==> config.mk <==
export PLATFORM = sky130hd
export DESIGN_NAME = stepper_move_ctrl
export DESIGN_NICKNAME = d
export VERILOG_FILES = /design/src/rtl/stepper_move_ctrl.sv
export SDC_FILE = /design/constraint.sdc
export NUM_CORES = 1
export LEC_CHECK = 0
export CAP_MARGIN = 20
export CORE_MARGIN = 4
export CORE_UTILIZATION = 50
export DETAILED_ROUTE_END_ITERATION = 8
export PLACE_DENSITY = 0.8
export RECOVER_POWER = 100
export SLEW_MARGIN = 20
export SYNTH_ARGS = -nofsm -noshare
export SYNTH_HDL_FRONTEND = slang
export SYNTH_SLANG_ARGS = --single-unit
export TNS_END_PERCENT = 10
==> constraint.sdc <==
create_clock -name clk -period 2.6 [get_ports clk]
set_input_delay 0.52 -clock clk [delete_from_list [all_inputs] [get_ports clk]]
set_output_delay 0.52 -clock clk [all_outputs]
set_load 0.05 [all_outputs]
==> src/rtl/stepper_move_ctrl.sv <==
// stepper_move_ctrl: move controller feeding the one-hot stepper phase rotator.
// Accepts (steps, dir, period) commands and emits one step_pulse per step.
// The absolute position is tracked in two's complement.
// Optional linear accel/decel ramp is enabled by defining STEPPER_MOVE_RAMP_EN.
module stepper_move_ctrl #(
  parameter int unsigned CNT_W        = 16,
  parameter int unsigned PER_W        = 16,
  parameter int unsigned POS_W        = 16,
  parameter int unsigned START_PERIOD = 1000,
  parameter int unsigned RAMP_DEC     = 10
) (
  input  logic             clk,
  input  logic             rst_n,
  input  logic             cmd_valid,
  output logic             cmd_ready,
  input  logic [CNT_W-1:0] cmd_steps,
  input  logic             cmd_dir,
  input  logic [PER_W-1:0] cmd_period,
  input  logic             abort,
  output logic             step_pulse,
  output logic             step_dir,
  output logic             busy,
  output logic             done,
  output logic [POS_W-1:0] position
);

  typedef enum logic [1:0] {S_IDLE, S_ACCEL, S_CRUISE, S_DECEL} state_t;

  state_t           r_state, w_state_nx;
  logic             r_live, r_zero, r_done, r_pulse, r_dir;
  logic [CNT_W-1:0] r_rem, w_rem_abort;
  logic [PER_W-1:0] r_tmr, r_pc, w_pc, w_p0_in, w_per_nx;
  logic [POS_W-1:0] r_pos;
  logic             w_accept, w_moving, w_tick, w_step, w_abort;

  assign w_pc     = (cmd_period < PER_W'(2)) ? PER_W'(2) : cmd_period;
  assign w_accept = cmd_valid & cmd_ready;
  assign w_moving = (r_state != S_IDLE);
  assign w_abort  = abort && ((r_state == S_ACCEL) || (r_state == S_CRUISE));
  assign w_tick   = w_moving && (r_tmr == PER_W'(1));
  // An abort cycle swallows a coincident timer expiry so the trimmed count is exact.
  assign w_step   = w_tick && (r_rem != '0) && !w_abort;

`ifdef STEPPER_MOVE_RAMP_EN
  localparam logic [PER_W-1:0] LP_START = PER_W'(START_PERIOD);
  localparam logic [PER_W-1:0] LP_DEC   = PER_W'(RAMP_DEC);

  logic [PER_W-1:0] r_per, r_p0, w_per_acc, w_per_dcl;
  logic [CNT_W-1:0] r_ramp, w_rem_dec;
  logic             w_to_decel, w_acc_upd, w_dec_upd;

  assign w_p0_in   = (w_pc < LP_START) ? LP_START : w_pc;
  assign w_rem_dec = r_rem - CNT_W'(1);
  // The step that brings remaining down to the ramp count is already a decel step,
  // so the number of period increases mirrors the number of decreases.
  assign w_to_decel = w_step && ((r_state == S_ACCEL) || (r_state == S_CRUISE))
                      && (w_rem_dec <= r_ramp);
  assign w_dec_upd  = w_step && ((r_state == S_DECEL) || w_to_decel);
  assign w_acc_upd  = w_step && (r_state == S_ACCEL) && !w_to_decel;
  assign w_per_acc  = ((r_per - r_pc) <= LP_DEC) ? r_pc : (r_per - LP_DEC);
  assign w_per_dcl  = ((r_p0 - r_per) <= LP_DEC) ? r_p0 : (r_per + LP_DEC);
  assign w_per_nx   = w_dec_upd ? w_per_dcl : (w_acc_upd ? w_per_acc : r_per);
  assign w_rem_abort = (r_rem < r_ramp) ? r_rem : r_ramp;

  // Ramp state: current period, ramp start period and ramp step count.
  always_ff @(posedge clk or negedge rst_n) begin
    if (!rst_n) begin
      r_per  <= '0;
      r_p0   <= '0;
      r_ramp <= '0;
    end else if (w_accept) begin
      r_per  <= w_p0_in;
      r_p0   <= w_p0_in;
      r_ramp <= '0;
    end else if (w_moving) begin
      r_per <= w_per_nx;
      if (w_acc_upd)
        r_ramp <= r_ramp + CNT_W'(1);
      else if (w_dec_upd && (r_ramp != '0))
        r_ramp <= r_ramp - CNT_W'(1);
    end
  end
`else
  assign w_p0_in     = w_pc;
  assign w_per_nx    = r_pc;
  assign w_rem_abort = '0;
`endif

  // State register.
  always_ff @(posedge clk or negedge rst_n) begin
    if (!rst_n) r_state <= S_IDLE;
    else        r_state <= w_state_nx;
  end

  // Next-state logic.
  always_comb begin
    w_state_nx = r_state;
    case (r_state)
      S_IDLE: begin
        if (w_accept && (cmd_steps != '0)) begin
`ifdef STEPPER_MOVE_RAMP_EN
          w_state_nx = (w_p0_in == w_pc) ? S_CRUISE : S_ACCEL;
`else
          w_state_nx = S_CRUISE;
`endif
        end
      end
      S_ACCEL, S_CRUISE: begin
        if (r_rem == '0)
          w_state_nx = S_IDLE;
`ifdef STEPPER_MOVE_RAMP_EN
        else if (w_abort || w_to_decel)
          w_state_nx = S_DECEL;
        else if (w_acc_upd && (w_per_acc == r_pc))
          w_state_nx = S_CRUISE;
`endif
      end
      S_DECEL: begin
        if (r_rem == '0) w_state_nx = S_IDLE;
      end
      default: w_state_nx = S_IDLE;
    endcase
  end

  // Outputs decoded from state.
  always_comb begin
    cmd_ready = r_live && (r_state == S_IDLE) && !r_zero;
    busy      = w_moving;
  end

  // Move datapath: step timer, remaining count, strobes and position.
  always_ff @(posedge clk or negedge rst_n) begin
    if (!rst_n) begin
      r_live  <= 1'b0;
      r_zero  <= 1'b0;
      r_done  <= 1'b0;
      r_pulse <= 1'b0;
      r_dir   <= 1'b0;
      r_rem   <= '0;
      r_tmr   <= '0;
      r_pc    <= '0;
      r_pos   <= '0;
    end else begin
      r_live  <= 1'b1;
      r_zero  <= w_accept && (cmd_steps == '0);
      r_done  <= r_zero || (w_moving && (w_state_nx == S_IDLE));
      r_pulse <= w_step;
      if (w_accept) begin
        r_dir <= cmd_dir;
        r_rem <= cmd_steps;
        r_pc  <= w_pc;
        r_tmr <= w_p0_in;
      end else if (w_moving) begin
        r_tmr <= (r_tmr == PER_W'(1)) ? w_per_nx : (r_tmr - PER_W'(1));
        if (w_abort)
          r_rem <= w_rem_abort;
        else if (w_step)
          r_rem <= r_rem - CNT_W'(1);
        if (w_step)
          r_pos <= r_dir ? (r_pos + POS_W'(1)) : (r_pos - POS_W'(1));
      end
    end
  end

  assign step_pulse = r_pulse;
  assign step_dir   = r_dir;
  assign done       = r_done;
  assign position   = r_pos;

endmodule

Yosys cells after proc, flatten, opt, wreduce, memory -nomap -nowiden
Index checks and enable logic that the tools add are counted.
{"block": "totals", "ff_bits": 71, "inputBits": 37, "out_inout_bits": 21, "word_cells": 58}
{"block": "classes", "add_sub_neg": 4, "order_cmp": 1, "n_eq_ne": 4, "mux": 12, "bitwise": 2, "reduce_logical": 25}
{"op": "2-to-1 mux 16 bit", "n": 9}
{"op": "subtractor 16 x 1 -> 16 bit (second input constant)", "n": 3}
{"op": "zero test 16 bit", "n": 2}
{"op": "nonzero test 16 bit", "n": 2}
{"op": "adder 16 x 1 -> 16 bit (second input constant)", "n": 1}
{"op": "== test 16 x 1 -> 1 bit (second input constant)", "n": 1}
{"op": "less-than comparator 16 x 2 -> 1 bit (second input constant)", "n": 1}
{"op": "logical AND 1 bit", "n": 9}
{"op": "== test 2 bit (second input constant)", "n": 2}
{"op": "zero test 2 bit", "n": 2}
{"op": "2-to-1 mux 2 bit", "n": 2}
{"op": "one-hot mux 2 bit (2 select lines)", "n": 1}
{"op": "nonzero test 2 bit", "n": 2}
{"op": "AND reduction 3 bit", "n": 1}
{"op": "nonzero test 3 bit", "n": 1}
{"op": "OR reduction 3 bit", "n": 1}
{"op": "== test 2 x 1 -> 1 bit (second input constant)", "n": 1}
{"op": "zero test 1 bit", "n": 2}
{"op": "logical OR 1 bit", "n": 2}
{"op": "AND reduction 2 bit", "n": 1}
{"op": "AND 1 bit", "n": 1}
{"op": "inverter 1 bit", "n": 1}

Longest topological paths before layout
Gate-level depths: netlist of run 1.
{"block": "logic_depth", "ltp_word": 10, "ltp_mapped": 10, "ltp_nobuf": 9}

Worst setup path before layout of run 1
OpenSTA, ideal clock, no wires.
{"block": "synth_path", "path_type": "reg2reg", "startpoint": "register r_dir (netlist: step_dir)", "endpoint": "register r_pos[15] (netlist: position[15])", "setup_ps": 82, "arrival_ps": 2773, "required_time_ps": 2518, "setup_slack_ps": -254, "stages_incl_launch_ff": 10, "path_buffers": 0, "synth_period_minus_slack_ps": 2854, "cell_sequence": "dfrtp_1 -> inv_1 -> ha_1 -> a21o_1 -> o21bai_1 -> o211ai_1 -> a311oi_1 -> or3_1 -> a21oi_1 -> xor2_1"}
{"block": "synth_via", "elab_chain_cells": 1}
{"element": "start: declaration", "line_no": "30", "text": "logic r_live, r_zero, r_done, r_pulse, r_dir;"}
{"element": "start signal: assignment", "line_no": "149", "text": "r_dir <= cmd_dir;"}
{"element": "2-to-1 mux 16 bit", "line_no": "160", "text": "r_pos <= r_dir ? (r_pos + POS_W'(1)) : (r_pos - POS_W'(1));"}
{"element": "end signal: assignment", "line_no": "160"}
{"element": "end: declaration", "line_no": "33", "text": "logic [POS_W-1:0] r_pos;"}
Every way passes these cells.
A chain may end at the register's enable or synchronous reset.

Worst setup path after layout of run 1
Ends and elaborated chain as after synthesis.

==> summary.txt, run 1 <==
Setup path
  • Crit. path cell count: 10
  • Critical path, cell by cell: clkinvlp_4, clkbuf_2, ha_4, o211ai_1, o21bai_4, o211ai_1, a311oi_1, or3_1, a21oi_2, xor2_1
  • Reg2Reg Setup Slack: 0.18 ns
  • Kind of critical path: flip-flop to flip-flop
  • Buf/Inv on CP: 2
  • Top cell by count, worst path: o211ai_1
  • Signal arrival time at the worst endpoint: 2.69 ns
  • CP Launch Point: step_dir
  • Crit path max fanout: 5
  • Critical Path End Type: flip-flop
  • Worst setup endpoint: position[15]
  • R2R Path End: position[15]
  • Reg2reg start: step_dir
  • Top Family by Delay on Critical Path: compound AO/OA/AOI/OAI gates
  • Worst setup SP type: flip-flop
  • Req. time, crit path: 2.87 ns
  • Crit-path slowest cell: dfrtp_2
  • Cells on worst reg2reg path: 10
  • CP max stage delay: 0.43 ns

GRT
  • Global-route wire length before repair: 19.3 mm
  • Largest net degree at the start of global routing: 42
  • Vias in the first global route: 4,034
  • Grt ovf: 0
  • Initial antenna violation count: 0
  • Total track usage: 23.7%

Synth
  • Register area share after synthesis: 41.3%
  • Leading register cell type out of synthesis: dfrtp_1
  • Cell Area, Synth: 4300 µm²
  • Synthesized flop and latch total: 71
  • Async SR Flop Fraction: 100%
  • Synth Instances: 510
  • EDFF count, synth: 0
  • Yosys cell types: 59
  • Ys Warns: 0
  • Mean Syn Cell Area: 8.43 µm²
  • Syn_nets: 566

Clock network
  • Clk pin slew, worst setup/hold paths: 0.08 ns
  • Hold_buf cts: 0
  • TritonCTS Sinks: 71
  • Cell chosen for the clock root: clkbuf_8
  • Clock buffer count from CTS: 9
  • # resized after CTS: 0
  • H-tree Lvls: 3
  • CTS tree: yes
  • Clock tree buffer depth: 2
  • Latest clock arrival within the worst-skew pair: 0.35 ns

Detailed routing
  • DRC Markers: 0
  • Drt wl/cell: 16.7 µm
  • DR iter-0 viols: 272
  • Via density: 5.97
  • Via count: 4,120
  • Drt first pass iters: 5
  • Post-route ant nets: 0
  • Final WL: 11.5 mm

STA
  • Fin. max-slew vios: 39
  • Min Hold Slack: 0.464 ns
  • Unrepaired setup endpoints after global routing: no
  • Final setup viols: 0
  • Maximum clock frequency: 414 MHz
  • Final period util: 93.0%
  • Max-slew headroom: -39.5%
  • Hold Vio Cnt, Final: 0
  • Total negative setup slack: 0 ns
  • Final Critical Period: 2.42 ns
  • Worst-Margin Slew: 2.09 ns
  • Layout Skew: 0.0126 ns

Cells and area
  • Final standard cell utilization of the core: 64.7%
  • ANT cells: 0
  • # fillers: 665
  • Synthesis-to-finish area growth: 24.8%
  • Most common cell after layout, fill and taps aside: nand2_1
  • Nets@finish: 636
  • Share of post-route cells with drive strength above 1: 8.72%
  • Leading cell types in the layout, fill and taps excluded: nand2_1, dfrtp_1, o21ai_0

Die
  • Initial core utilization: 51.8%
  • Io pins: 58
  • FP Rows: 33
  • Chip height: 101 µm
  • Die Area: 10,100 µm²
  • Core Region: 8300 µm²
  • Die width: 101 µm

Place
  • HPWL after detailed placement: 8.37 mm
  • Placer Congestion: 0.936
  • PortBufs: 57

Power
  • Pwr/cell area: 966 nW/µm²
  • P_leak: 2.42 nW
  • Maximum vdd drop: 0.000407 V

Status
  • Status: complete, but fails checks
  • Failing checks: capacitance limit, slew limit

Run
  • Max-cap viol count: 1

Worst hold path
  • Worst hold path type: flip-flop to flip-flop
report_power, final:
| part | switching [W] | internal (W) |
|---|---|---|
| Combinational | 0.00131 | 0.000927 |
| Sequential | 0.000383 | 0.00147 |
| Clock | 0.000435 | 0.000660 |
Yosys cell counts, drive strengths merged (3+ instances only):
| library cell | number | area, µm² |
|---|---|---|
| ha | 18 | 225 |
| nor4 | 15 | 124 |
| nand4 | 4 | 31.3 |
| inv | 15 | 56.3 |
| a22oi | 3 | 22.5 |
| clkbuf | 17 | 63.8 |
| nor3 | 11 | 55.1 |
| xor2 | 10 | 87.6 |
| a21o | 9 | 67.6 |
| xnor2 | 9 | 78.8 |
| o211ai | 11 | 82.6 |
| nand2 | 97 | 364 |
| a211oi | 5 | 37.5 |
| nand2b | 5 | 31.3 |
| nand3 | 12 | 72.6 |
| dfrtp | 71 | 1780 |
| o21ai | 55 | 279 |
| a21oi | 33 | 165 |
| a31oi | 12 | 75.1 |
| o22ai | 5 | 31.3 |
| nor2 | 42 | 158 |
| and2 | 6 | 37.5 |
| or3 | 4 | 25.0 |
| buf | 3 | 21.3 |
| nand3b | 3 | 22.5 |
how the worst min path moves through the flow:
| stage | start | end | cells past startpoint |
|---|---|---|---|
| floorplan | rst_n | done | 0 |
| global placement | r_zero | done | 1 |
| detailed placement | r_zero | done | 1 |
| CTS | rst_n | r_tmr[13] | 1 |
| global route | r_zero | done | 1 |
| finish | r_zero | done | 1 |
state kept, by name, indices dropped and copies added (netlist names):
| signal | flops |
|---|---|
| done | 1 |
| position | 16 |
| r_live | 1 |
| r_pc | 16 |
| r_rem | 16 |
| r_state | 2 |
| r_tmr | 16 |
| r_zero | 1 |
| step_dir | 1 |
| step_pulse | 1 |
logic make-up after synthesis:
logic type | synth area share [%]
compound gates | 21.1
buf+inv | 3.29
flops | 41.3
mux | 0.756
simple gates | 23.9
xor+xnor | 3.87
other cells | 0.0872
fa+ha+maj | 5.70
stage by stage:
| step | area [µm²] | cells | total power, W | setup WS, ns |
|---|---|---|---|---|
| after global placement | 5140 | 671 | 0.00396 | 0.159 |
| after global routing | 5370 | 690 | 0.00556 | 0.00858 |
| after floorplan | 4370 | 510 | 0.00338 | 0.00673 |
| after detailed placement | 5140 | 671 | 0.00408 | 0.0392 |
| final | 5370 | 690 | 0.00519 | 0.183 |
| after CTS | 5390 | 687 | 0.00518 | 0.0376 |
cell type report:
type                       count  area [µm²]  area share [%]
multi-input combinational    404        2450            45.6
clock buffer                  10         138            2.56
tap                          105         131            2.45
timing repair buffer          79         704            13.1
clock inverter                 6         108            2.01
sequential                    71        1780            33.1
inverter                      15        60.1            1.12
repair_timing:
item                                    4_1_cts  5_1_grt
setup buffers                                 0        3
endpoints found under the setup margin        0        4
hold endpoints to repair                      0        0
per-layer routing:
layer	track usage (%)	part of all wire [%]	up-vias
li1	-	-	1976
met1	31.2	43	1953
met2	38.3	48	162
met3	4.50	6.9	29
met4	10.1	2.3	0
met5	0	0	-
Power figures use the tool's default switching activity.
==> run 2: changes to the inputs <==
--- a/config.mk
+++ b/config.mk
@@ -7,10 +7,11 @@
 export LEC_CHECK = 0
 export CAP_MARGIN = 20
 export CORE_MARGIN = 4
-export CORE_UTILIZATION = 50
+export CORE_UTILIZATION = 56
 export DETAILED_ROUTE_END_ITERATION = 8
-export PLACE_DENSITY = 0.8
+export PLACE_DENSITY = 0.84
 export RECOVER_POWER = 100
+export REMOVE_ABC_BUFFERS = 1
 export SLEW_MARGIN = 20
 export SYNTH_ARGS = -nofsm -noshare
 export SYNTH_HDL_FRONTEND = slang
==> constraint.sdc (replaced) <==
create_clock -name clk -period 2.23 [get_ports clk]
set_input_delay 0.446 -clock clk [delete_from_list [all_inputs] [get_ports clk]]
set_output_delay 0.446 -clock clk [all_outputs]
set_load 0.05 [all_outputs]
==> run 2 against run 1 <==
  * The run ends with setup timing left
  * Total power up 28%
  * Sequential cell count unchanged
  * Hold slack worse by 0.031 ns
  * Maximum frequency shrank 0.65%
  * Cell area is 7.0% higher
  * Register-to-register slack got worse by 0.39 ns
  * Clock skew decreased by 0.0048 ns
==> summary.txt, run 2 (synthesized netlist as in run 1, its figures left out) <==
Die
  • Die width: 95.6 µm (-5.1%)
  • Initial core utilization: 58.4% (+6.5 points)
  • FP Rows: 31 (-6.1%)
  • Io pins: 58 (unchanged)
  • Core Region: 7370 µm² (-11%)
  • Die Area: 9150 µm² (-9.9%)
  • Chip height: 95.6 µm (-5.1%)

STA
  • Maximum clock frequency: 411 MHz (-0.65%)
  • Final Critical Period: 2.43 ns (+0.0157 ns)
  • Layout Skew: 0.00786 ns (-0.00478 ns)
  • Max-slew headroom: 29.5% (+69 points)
  • Unrepaired setup endpoints after global routing: yes
  • Hold Vio Cnt, Final: 0 (unchanged)
  • Final setup viols: 6 (+6)
  • Fin. max-slew vios: 0 (-100%)
  • Final period util: 109% (+16 points)
  • Setup WS post-layout: -0.203 ns (-0.386 ns)
  • Min Hold Slack: 0.434 ns (-0.0306 ns)
  • Worst-Margin Slew: 1.06 ns (-1.04 ns)

Cells and area
  • Synthesis-to-finish area growth: 33.5%
  • Share of post-route cells with drive strength above 1: 16.0% (+7.3 points)
  • Nets@finish: 664 (+4.4%)
  • ANT cells: 0 (unchanged)
  • Most common cell after layout, fill and taps aside: nand2_1
  • Final standard cell utilization of the core: 77.9% (+13 points)
  • Post-Layout Cell Count: 712 (+3.2%)
  • Leading cell types in the layout, fill and taps excluded: nand2_1, dfrtp_1, clkdlybuf4s50_1

GRT
  • Largest net degree at the start of global routing: 42 (unchanged)
  • Grt ovf: 0 (unchanged)
  • Total track usage: 28.0% (+4.2 points)
  • Vias in the first global route: 4,336 (+7.5%)
  • Initial antenna violation count: 0 (unchanged)
  • Global-route wire length before repair: 20.0 mm (+3.7%)

Place
  • Dpl ws: -0.0560 ns (-0.0952 ns)
  • HPWL after detailed placement: 8.35 mm (-0.20%)
  • Placer Congestion: 0.889 (-5.0%)
  • Placed cells: 691 (+3.0%)
  • PortBufs: 57 (unchanged)

Detailed routing
  • DRC Markers: 0 (unchanged)
  • Post-route ant nets: 0 (unchanged)
  • Via count: 4,542 (+10%)
  • Drt wl/cell: 18.9 µm (+13%)
  • Drt first pass iters: 5 (unchanged)
  • Via density: 6.38 (+6.8%)
  • Final WL: 13.5 mm (+17%)
  • DR iter-0 viols: 406 (+49%)

Run
  • Max-cap viol count: 0 (-1)

Clock network
  • H-tree Lvls: 3 (unchanged)
  • Latest clock arrival within the worst-skew pair: 0.35 ns (about the same)
  • Clk pin slew, worst setup/hold paths: 0.08 ns (about the same)
  • Cell chosen for the clock root: clkbuf_8
  • TritonCTS Sinks: 71 (unchanged)
  • CTS tree: yes
  • Clock tree buffer depth: 2 (unchanged)
  • Clock buffer count from CTS: 9 (unchanged)

Setup path
  • Req. time, crit path: 2.51 ns (-0.36 ns)
  • Crit-path slowest cell: or3_1
  • CP max stage delay: 0.43 ns (about the same)
  • Crit path max fanout: 5 (unchanged)
  • CP Launch Point: step_dir
  • Reg2reg start: step_dir
  • Critical path, cell by cell: inv_4, buf_6, ha_1, o21ai_1, nand2b_1, o211ai_1, a311oi_1, or3_1, a21oi_2, xor2_1
  • Kind of critical path: flip-flop to flip-flop
  • Critical Path End Type: flip-flop
  • Signal arrival time at the worst endpoint: 2.71 ns (+0.02 ns)
  • Worst setup SP type: flip-flop

Worst hold path
  • Worst hold path type: input pin to async pin

Power
  • Maximum vdd drop: 0.000683 V (+68%)
  • P_leak: 2.52 nW (+4.2%)
  • Pwr/cell area: 1160 nW/µm² (+20%)
  • Total power: 0.00664 W (+28%)

Status
  • Status: complete, but fails checks
  • Failing checks: setup timing
[run 2: changes by cell type in the layout (fill, tap and decap cells not counted), sizes merged]
cell | before | now
clkbuf | 22 | 18
clkdlybuf4s50 | 33 | 54
inv | 14 | 15
bufinv | 3 | 2
buf | 13 | 47
clkinv | 2 | 1
dlygate4sd3 | 21 | 1
clkinvlp | 2 | 0
[run 2: metrics by stage]
stage	cell area, µm²	TNS [ns]
2_1_floorplan	4220	-33.19
3_3_place_gp	5260	0
3_5_place_dp	5260	-0.0829
4_1_cts	5530	-0.0386
5_1_grt	5740	-1.57
6_report	5740	-0.483
[run 2: area by class of cell]
| class | instances | area (µm²) |
|---|---|---|
| fill | 476 | 1630 |
| multi-input combinational | 404 | 2580 |
| timing repair buffer | 107 | 976 |
| clock inverter | 3 | 65.1 |
| sequential | 71 | 1780 |
| clock buffer | 13 | 159 |
| inverter | 15 | 58.8 |
| tap | 99 | 124 |
[run 2: layer usage]
layer  global-route usage [%]  wire (µm)  up-vias  part of all wire [%]
met1                     33.6       5160     2151                    38
li1                         -          -     2027                     -
met3                     6.55       1180       65                   8.7
met5                        0          0        -                     0
met2                     47.0       6550      299                    49
met4                     13.5        581        0                   4.3
[run 2: path summary, 6_finish.rpt]
check	cells after the start	endpoint	slack, ns
min in group clk	1	done	0.46
max in group asynchronous	3	position[1]	0.46
min	2	r_pc[5]	0.43
max reg2reg	10	position[15]	-0.20
max	10	position[15]	-0.20
min reg2reg	1	done	0.46
[run 2: power breakdown]
part / total, W / leakage (nW) / switching [W] / internal, W
registers: 0.00214 / 0.913 / 0.000427 / 0.00172
logic: 0.00332 / 1.49 / 0.00186 / 0.00146
clock network: 0.00118 / 0.114 / 0.000490 / 0.000691
[run 2: what timing repair did]
action | in CTS | in global routing
hold endpoints to repair | 2 | 0
resized for setup | 8 | 37
pin swaps | 1 | 19
setup endpoints to repair | 10 | 21
cloned | 0 | 0
hold buffers | 1 | 0
buffers inserted | 0 | 4
[run 2: worst max-delay path: cells and delay by family, from the launching register on]
kind	cells	cell delay [ns]
compound gates	4	0.69
xor+xnor	1	0.15
fa+ha+maj	1	0.25
buf+inv	2	0.29
flops	1	0.41
simple gates	2	0.56
==> run 3: changes to the inputs <==
--- a/config.mk
+++ b/config.mk
@@ -6,7 +6,6 @@
 export NUM_CORES = 1
 export LEC_CHECK = 0
 export CAP_MARGIN = 20
-export CORE_MARGIN = 4
 export CORE_UTILIZATION = 56
 export DETAILED_ROUTE_END_ITERATION = 8
 export PLACE_DENSITY = 0.84
==> constraint.sdc (replaced) <==
create_clock -name clk -period 2.4 [get_ports clk]
set_input_delay 0.48 -clock clk [delete_from_list [all_inputs] [get_ports clk]]
set_output_delay 0.48 -clock clk [all_outputs]
set_load 0.05 [all_outputs]
==> run 3 against run 2 <==
  * The flow finishes with violations (capacitance limit, slew limit)
  * Highest routed layer unchanged
  * Hold slack lost 0.083 ns
  * Combinational power decreased by 27%
  * Clock skew grew 0.0023 ns
  * Sequential power down 6%
  * Largest cell class unchanged
  * Die area down 12%
  * Cell count fell by 3.9%
  * Routed wire length down 14%
==> summary.txt, run 3 (synthesized netlist as in run 1, its figures left out) <==
Status
  • Status: complete, but fails checks
  • Failing checks: capacitance limit, slew limit

Setup path
  • Crit path max fanout: 7 (+2)
  • Worst setup SP type: flip-flop
  • Cells on worst reg2reg path: 9 (-1)
  • Req. time, crit path: 2.68 ns (+0.17 ns)
  • Critical Path End Type: flip-flop
  • Kind of critical path: flip-flop to flip-flop
  • Signal arrival time at the worst endpoint: 2.55 ns (-0.16 ns)

Cells and area
  • Final standard cell utilization of the core: 72.4% (-5.5 points)
  • Nets@finish: 636 (-4.2%)
  • Most common cell after layout, fill and taps aside: nand2_1
  • Synthesis-to-finish area growth: 23.4%
  • ANT cells: 0 (unchanged)
  • Share of post-route cells with drive strength above 1: 9.06% (-6.9 points)
  • Leading cell types in the layout, fill and taps excluded: nand2_1, dfrtp_1, o21ai_0

STA
  • Fin. max-slew vios: 36 (+36)
  • Final setup viols: 0 (-6)
  • Maximum clock frequency: 440 MHz (+7.0%)
  • Max-slew headroom: -30.0% (-59 points)
  • Worst-Margin Slew: 1.95 ns (+0.891 ns)
  • Unrepaired setup endpoints after global routing: yes
  • Hold Vio Cnt, Final: 0 (unchanged)
  • Final period util: 94.7% (-14 points)
  • Final Critical Period: 2.27 ns (-0.160 ns)
  • Total negative setup slack: 0 ns (+0.483 ns)
  • Layout Skew: 0.0102 ns (+0.00234 ns)

GRT
  • Vias in the first global route: 4,040 (-6.8%)
  • Met2 Use GR: 51.5% (+4.6 points)
  • Total track usage: 30.9% (+2.9 points)
  • Grt ovf: 0 (unchanged)
  • Met3 Resource Use GR: 5.58% (-0.98 points)
  • Global-route wire length before repair: 18.9 mm (-5.7%)
  • Largest net degree at the start of global routing: 42 (unchanged)
  • Met1 Usage GRT: 39.6% (+6.0 points)
  • Grt peak-use layer: met2
  • Initial antenna violation count: 0 (unchanged)

Detailed routing
  • Via density: 6.15 (-3.6%)
  • Drt first pass iters: 4 (-1)
  • Via count: 4,208 (-7.4%)
  • DRC Markers: 0 (unchanged)
  • Post-route ant nets: 0 (unchanged)
  • DR iter-0 viols: 235 (-42%)
  • Drt wl/cell: 16.9 µm (-11%)
  • Final WL: 11.6 mm (-14%)

Clock network
  • Clock tree buffer depth: 2 (unchanged)
  • Latest clock arrival within the worst-skew pair: 0.35 ns (about the same)
  • Clock buffer count from CTS: 9 (unchanged)
  • Cell chosen for the clock root: clkbuf_8
  • Clk pin slew, worst setup/hold paths: 0.08 ns (about the same)
  • CTS tree: yes
  • Hold_buf cts: 0 (-1)
  • H-tree Lvls: 3 (unchanged)
  • TritonCTS Sinks: 71 (unchanged)

Place
  • PortBufs: 57 (unchanged)
  • Placer Congestion: 0.960 (+8.0%)
  • HPWL after detailed placement: 8.09 mm (-3.2%)

Power
  • P_leak: 2.42 nW (-3.7%)
  • Total power: 0.00555 W (-16%)
  • Maximum vdd drop: 0.000455 V (-33%)
  • Pwr/cell area: 1050 nW/µm² (-9.6%)

Die
  • FP Rows: 31 (unchanged)
  • Initial core utilization: 58.7% (+0.31 points)
  • Io pins: 58 (unchanged)
  • Die Area: 8030 µm² (-12%)
  • Core Region: 7330 µm² (-0.53%)
  • Chip height: 89.6 µm (-6.3%)
  • Die width: 89.6 µm (-6.3%)

Run
  • Max-cap viol count: 1 (+1)

Worst hold path
  • Worst hold path type: input pin to async pin
==> run 3: cell types whose count changed in the layout (fill, tap and decap cells not counted), moves of 10 or more <==
| cell | before | now |
|---|---|---|
| clkdlybuf4s50_1 | 54 | 36 |
| ha_1 | 8 | 18 |
| ha_4 | 10 | 0 |
| dlygate4sd3_1 | 1 | 18 |
| buf_4 | 41 | 18 |
==> run 3: layout make-up <==
type / instances / area [µm²]
Sequential cell: 71 / 1780
Clock buffer: 10 / 138
Inverter: 15 / 56.3
Timing Repair Buffer: 79 / 722
Fill cell: 560 / 2030
Clock inverter: 6 / 83.8
Tap cell: 99 / 124
Multi-Input combinational cell: 404 / 2400
==> run 3: critical path: stages, from the launching register on <==
cell	delay (ns)
dfrtp_1	0.40
inv_2	0.13
ha_1	0.27
a211oi_1	0.25
o21bai_1	0.13
o211ai_1	0.20
a311oi_1	0.13
or3_1	0.37
a21oi_2	0.16
xor2_1	0.16
==> run 3: routing by layer <==
| layer | wire, µm | share of wire (%) |
|---|---|---|
| met3 | 858 | 7.4 |
| met1 | 4840 | 42 |
| met4 | 195 | 1.7 |
| met5 | 0 | 0 |
| met2 | 5670 | 49 |
==> run 3: worst paths after layout <==
| kind | slack (ns) | start | endpoint |
|---|---|---|---|
| hold reg to reg | 0.48 | r_pc[2] | r_pc[2] |
| setup / recovery | 0.13 | step_dir | position[15] |
| min in group clk | 0.48 | r_pc[2] | r_pc[2] |
| max in group asynchronous | 0.51 | rst_n | r_pc[0] |
| setup reg to reg | 0.13 | step_dir | position[15] |
| hold / removal | 0.35 | rst_n | r_pc[4] |
==> run 3: through the flow <==
stage          std cells  hold slack [ns]  cell area, µm²  setup slack (ns)
3_5_place_dp         668            0.463            5090            0.0383
3_3_place_gp         668            0.432            5090             0.157
4_1_cts              684            0.191            5320            0.0288
5_1_grt              684            0.436            5310          -0.00520
6_report             684            0.351            5310             0.127
2_1_floorplan        490            0.184            4220            -0.833
==> run 3: what timing repair did <==
action,4_1_cts,5_1_grt
gates resized for setup,1,9
setup buffers,0,0
pin swaps,0,1
setup endpoints to repair,1,14
==> run 3: power breakdown <==
part | switching, W | internal, W | leakage (nW) | total (W)
clock network | 0.000481 | 0.000610 | 0.116 | 0.00109
registers | 0.000431 | 0.00159 | 0.916 | 0.00202
logic | 0.00144 | 0.000998 | 1.39 | 0.00244
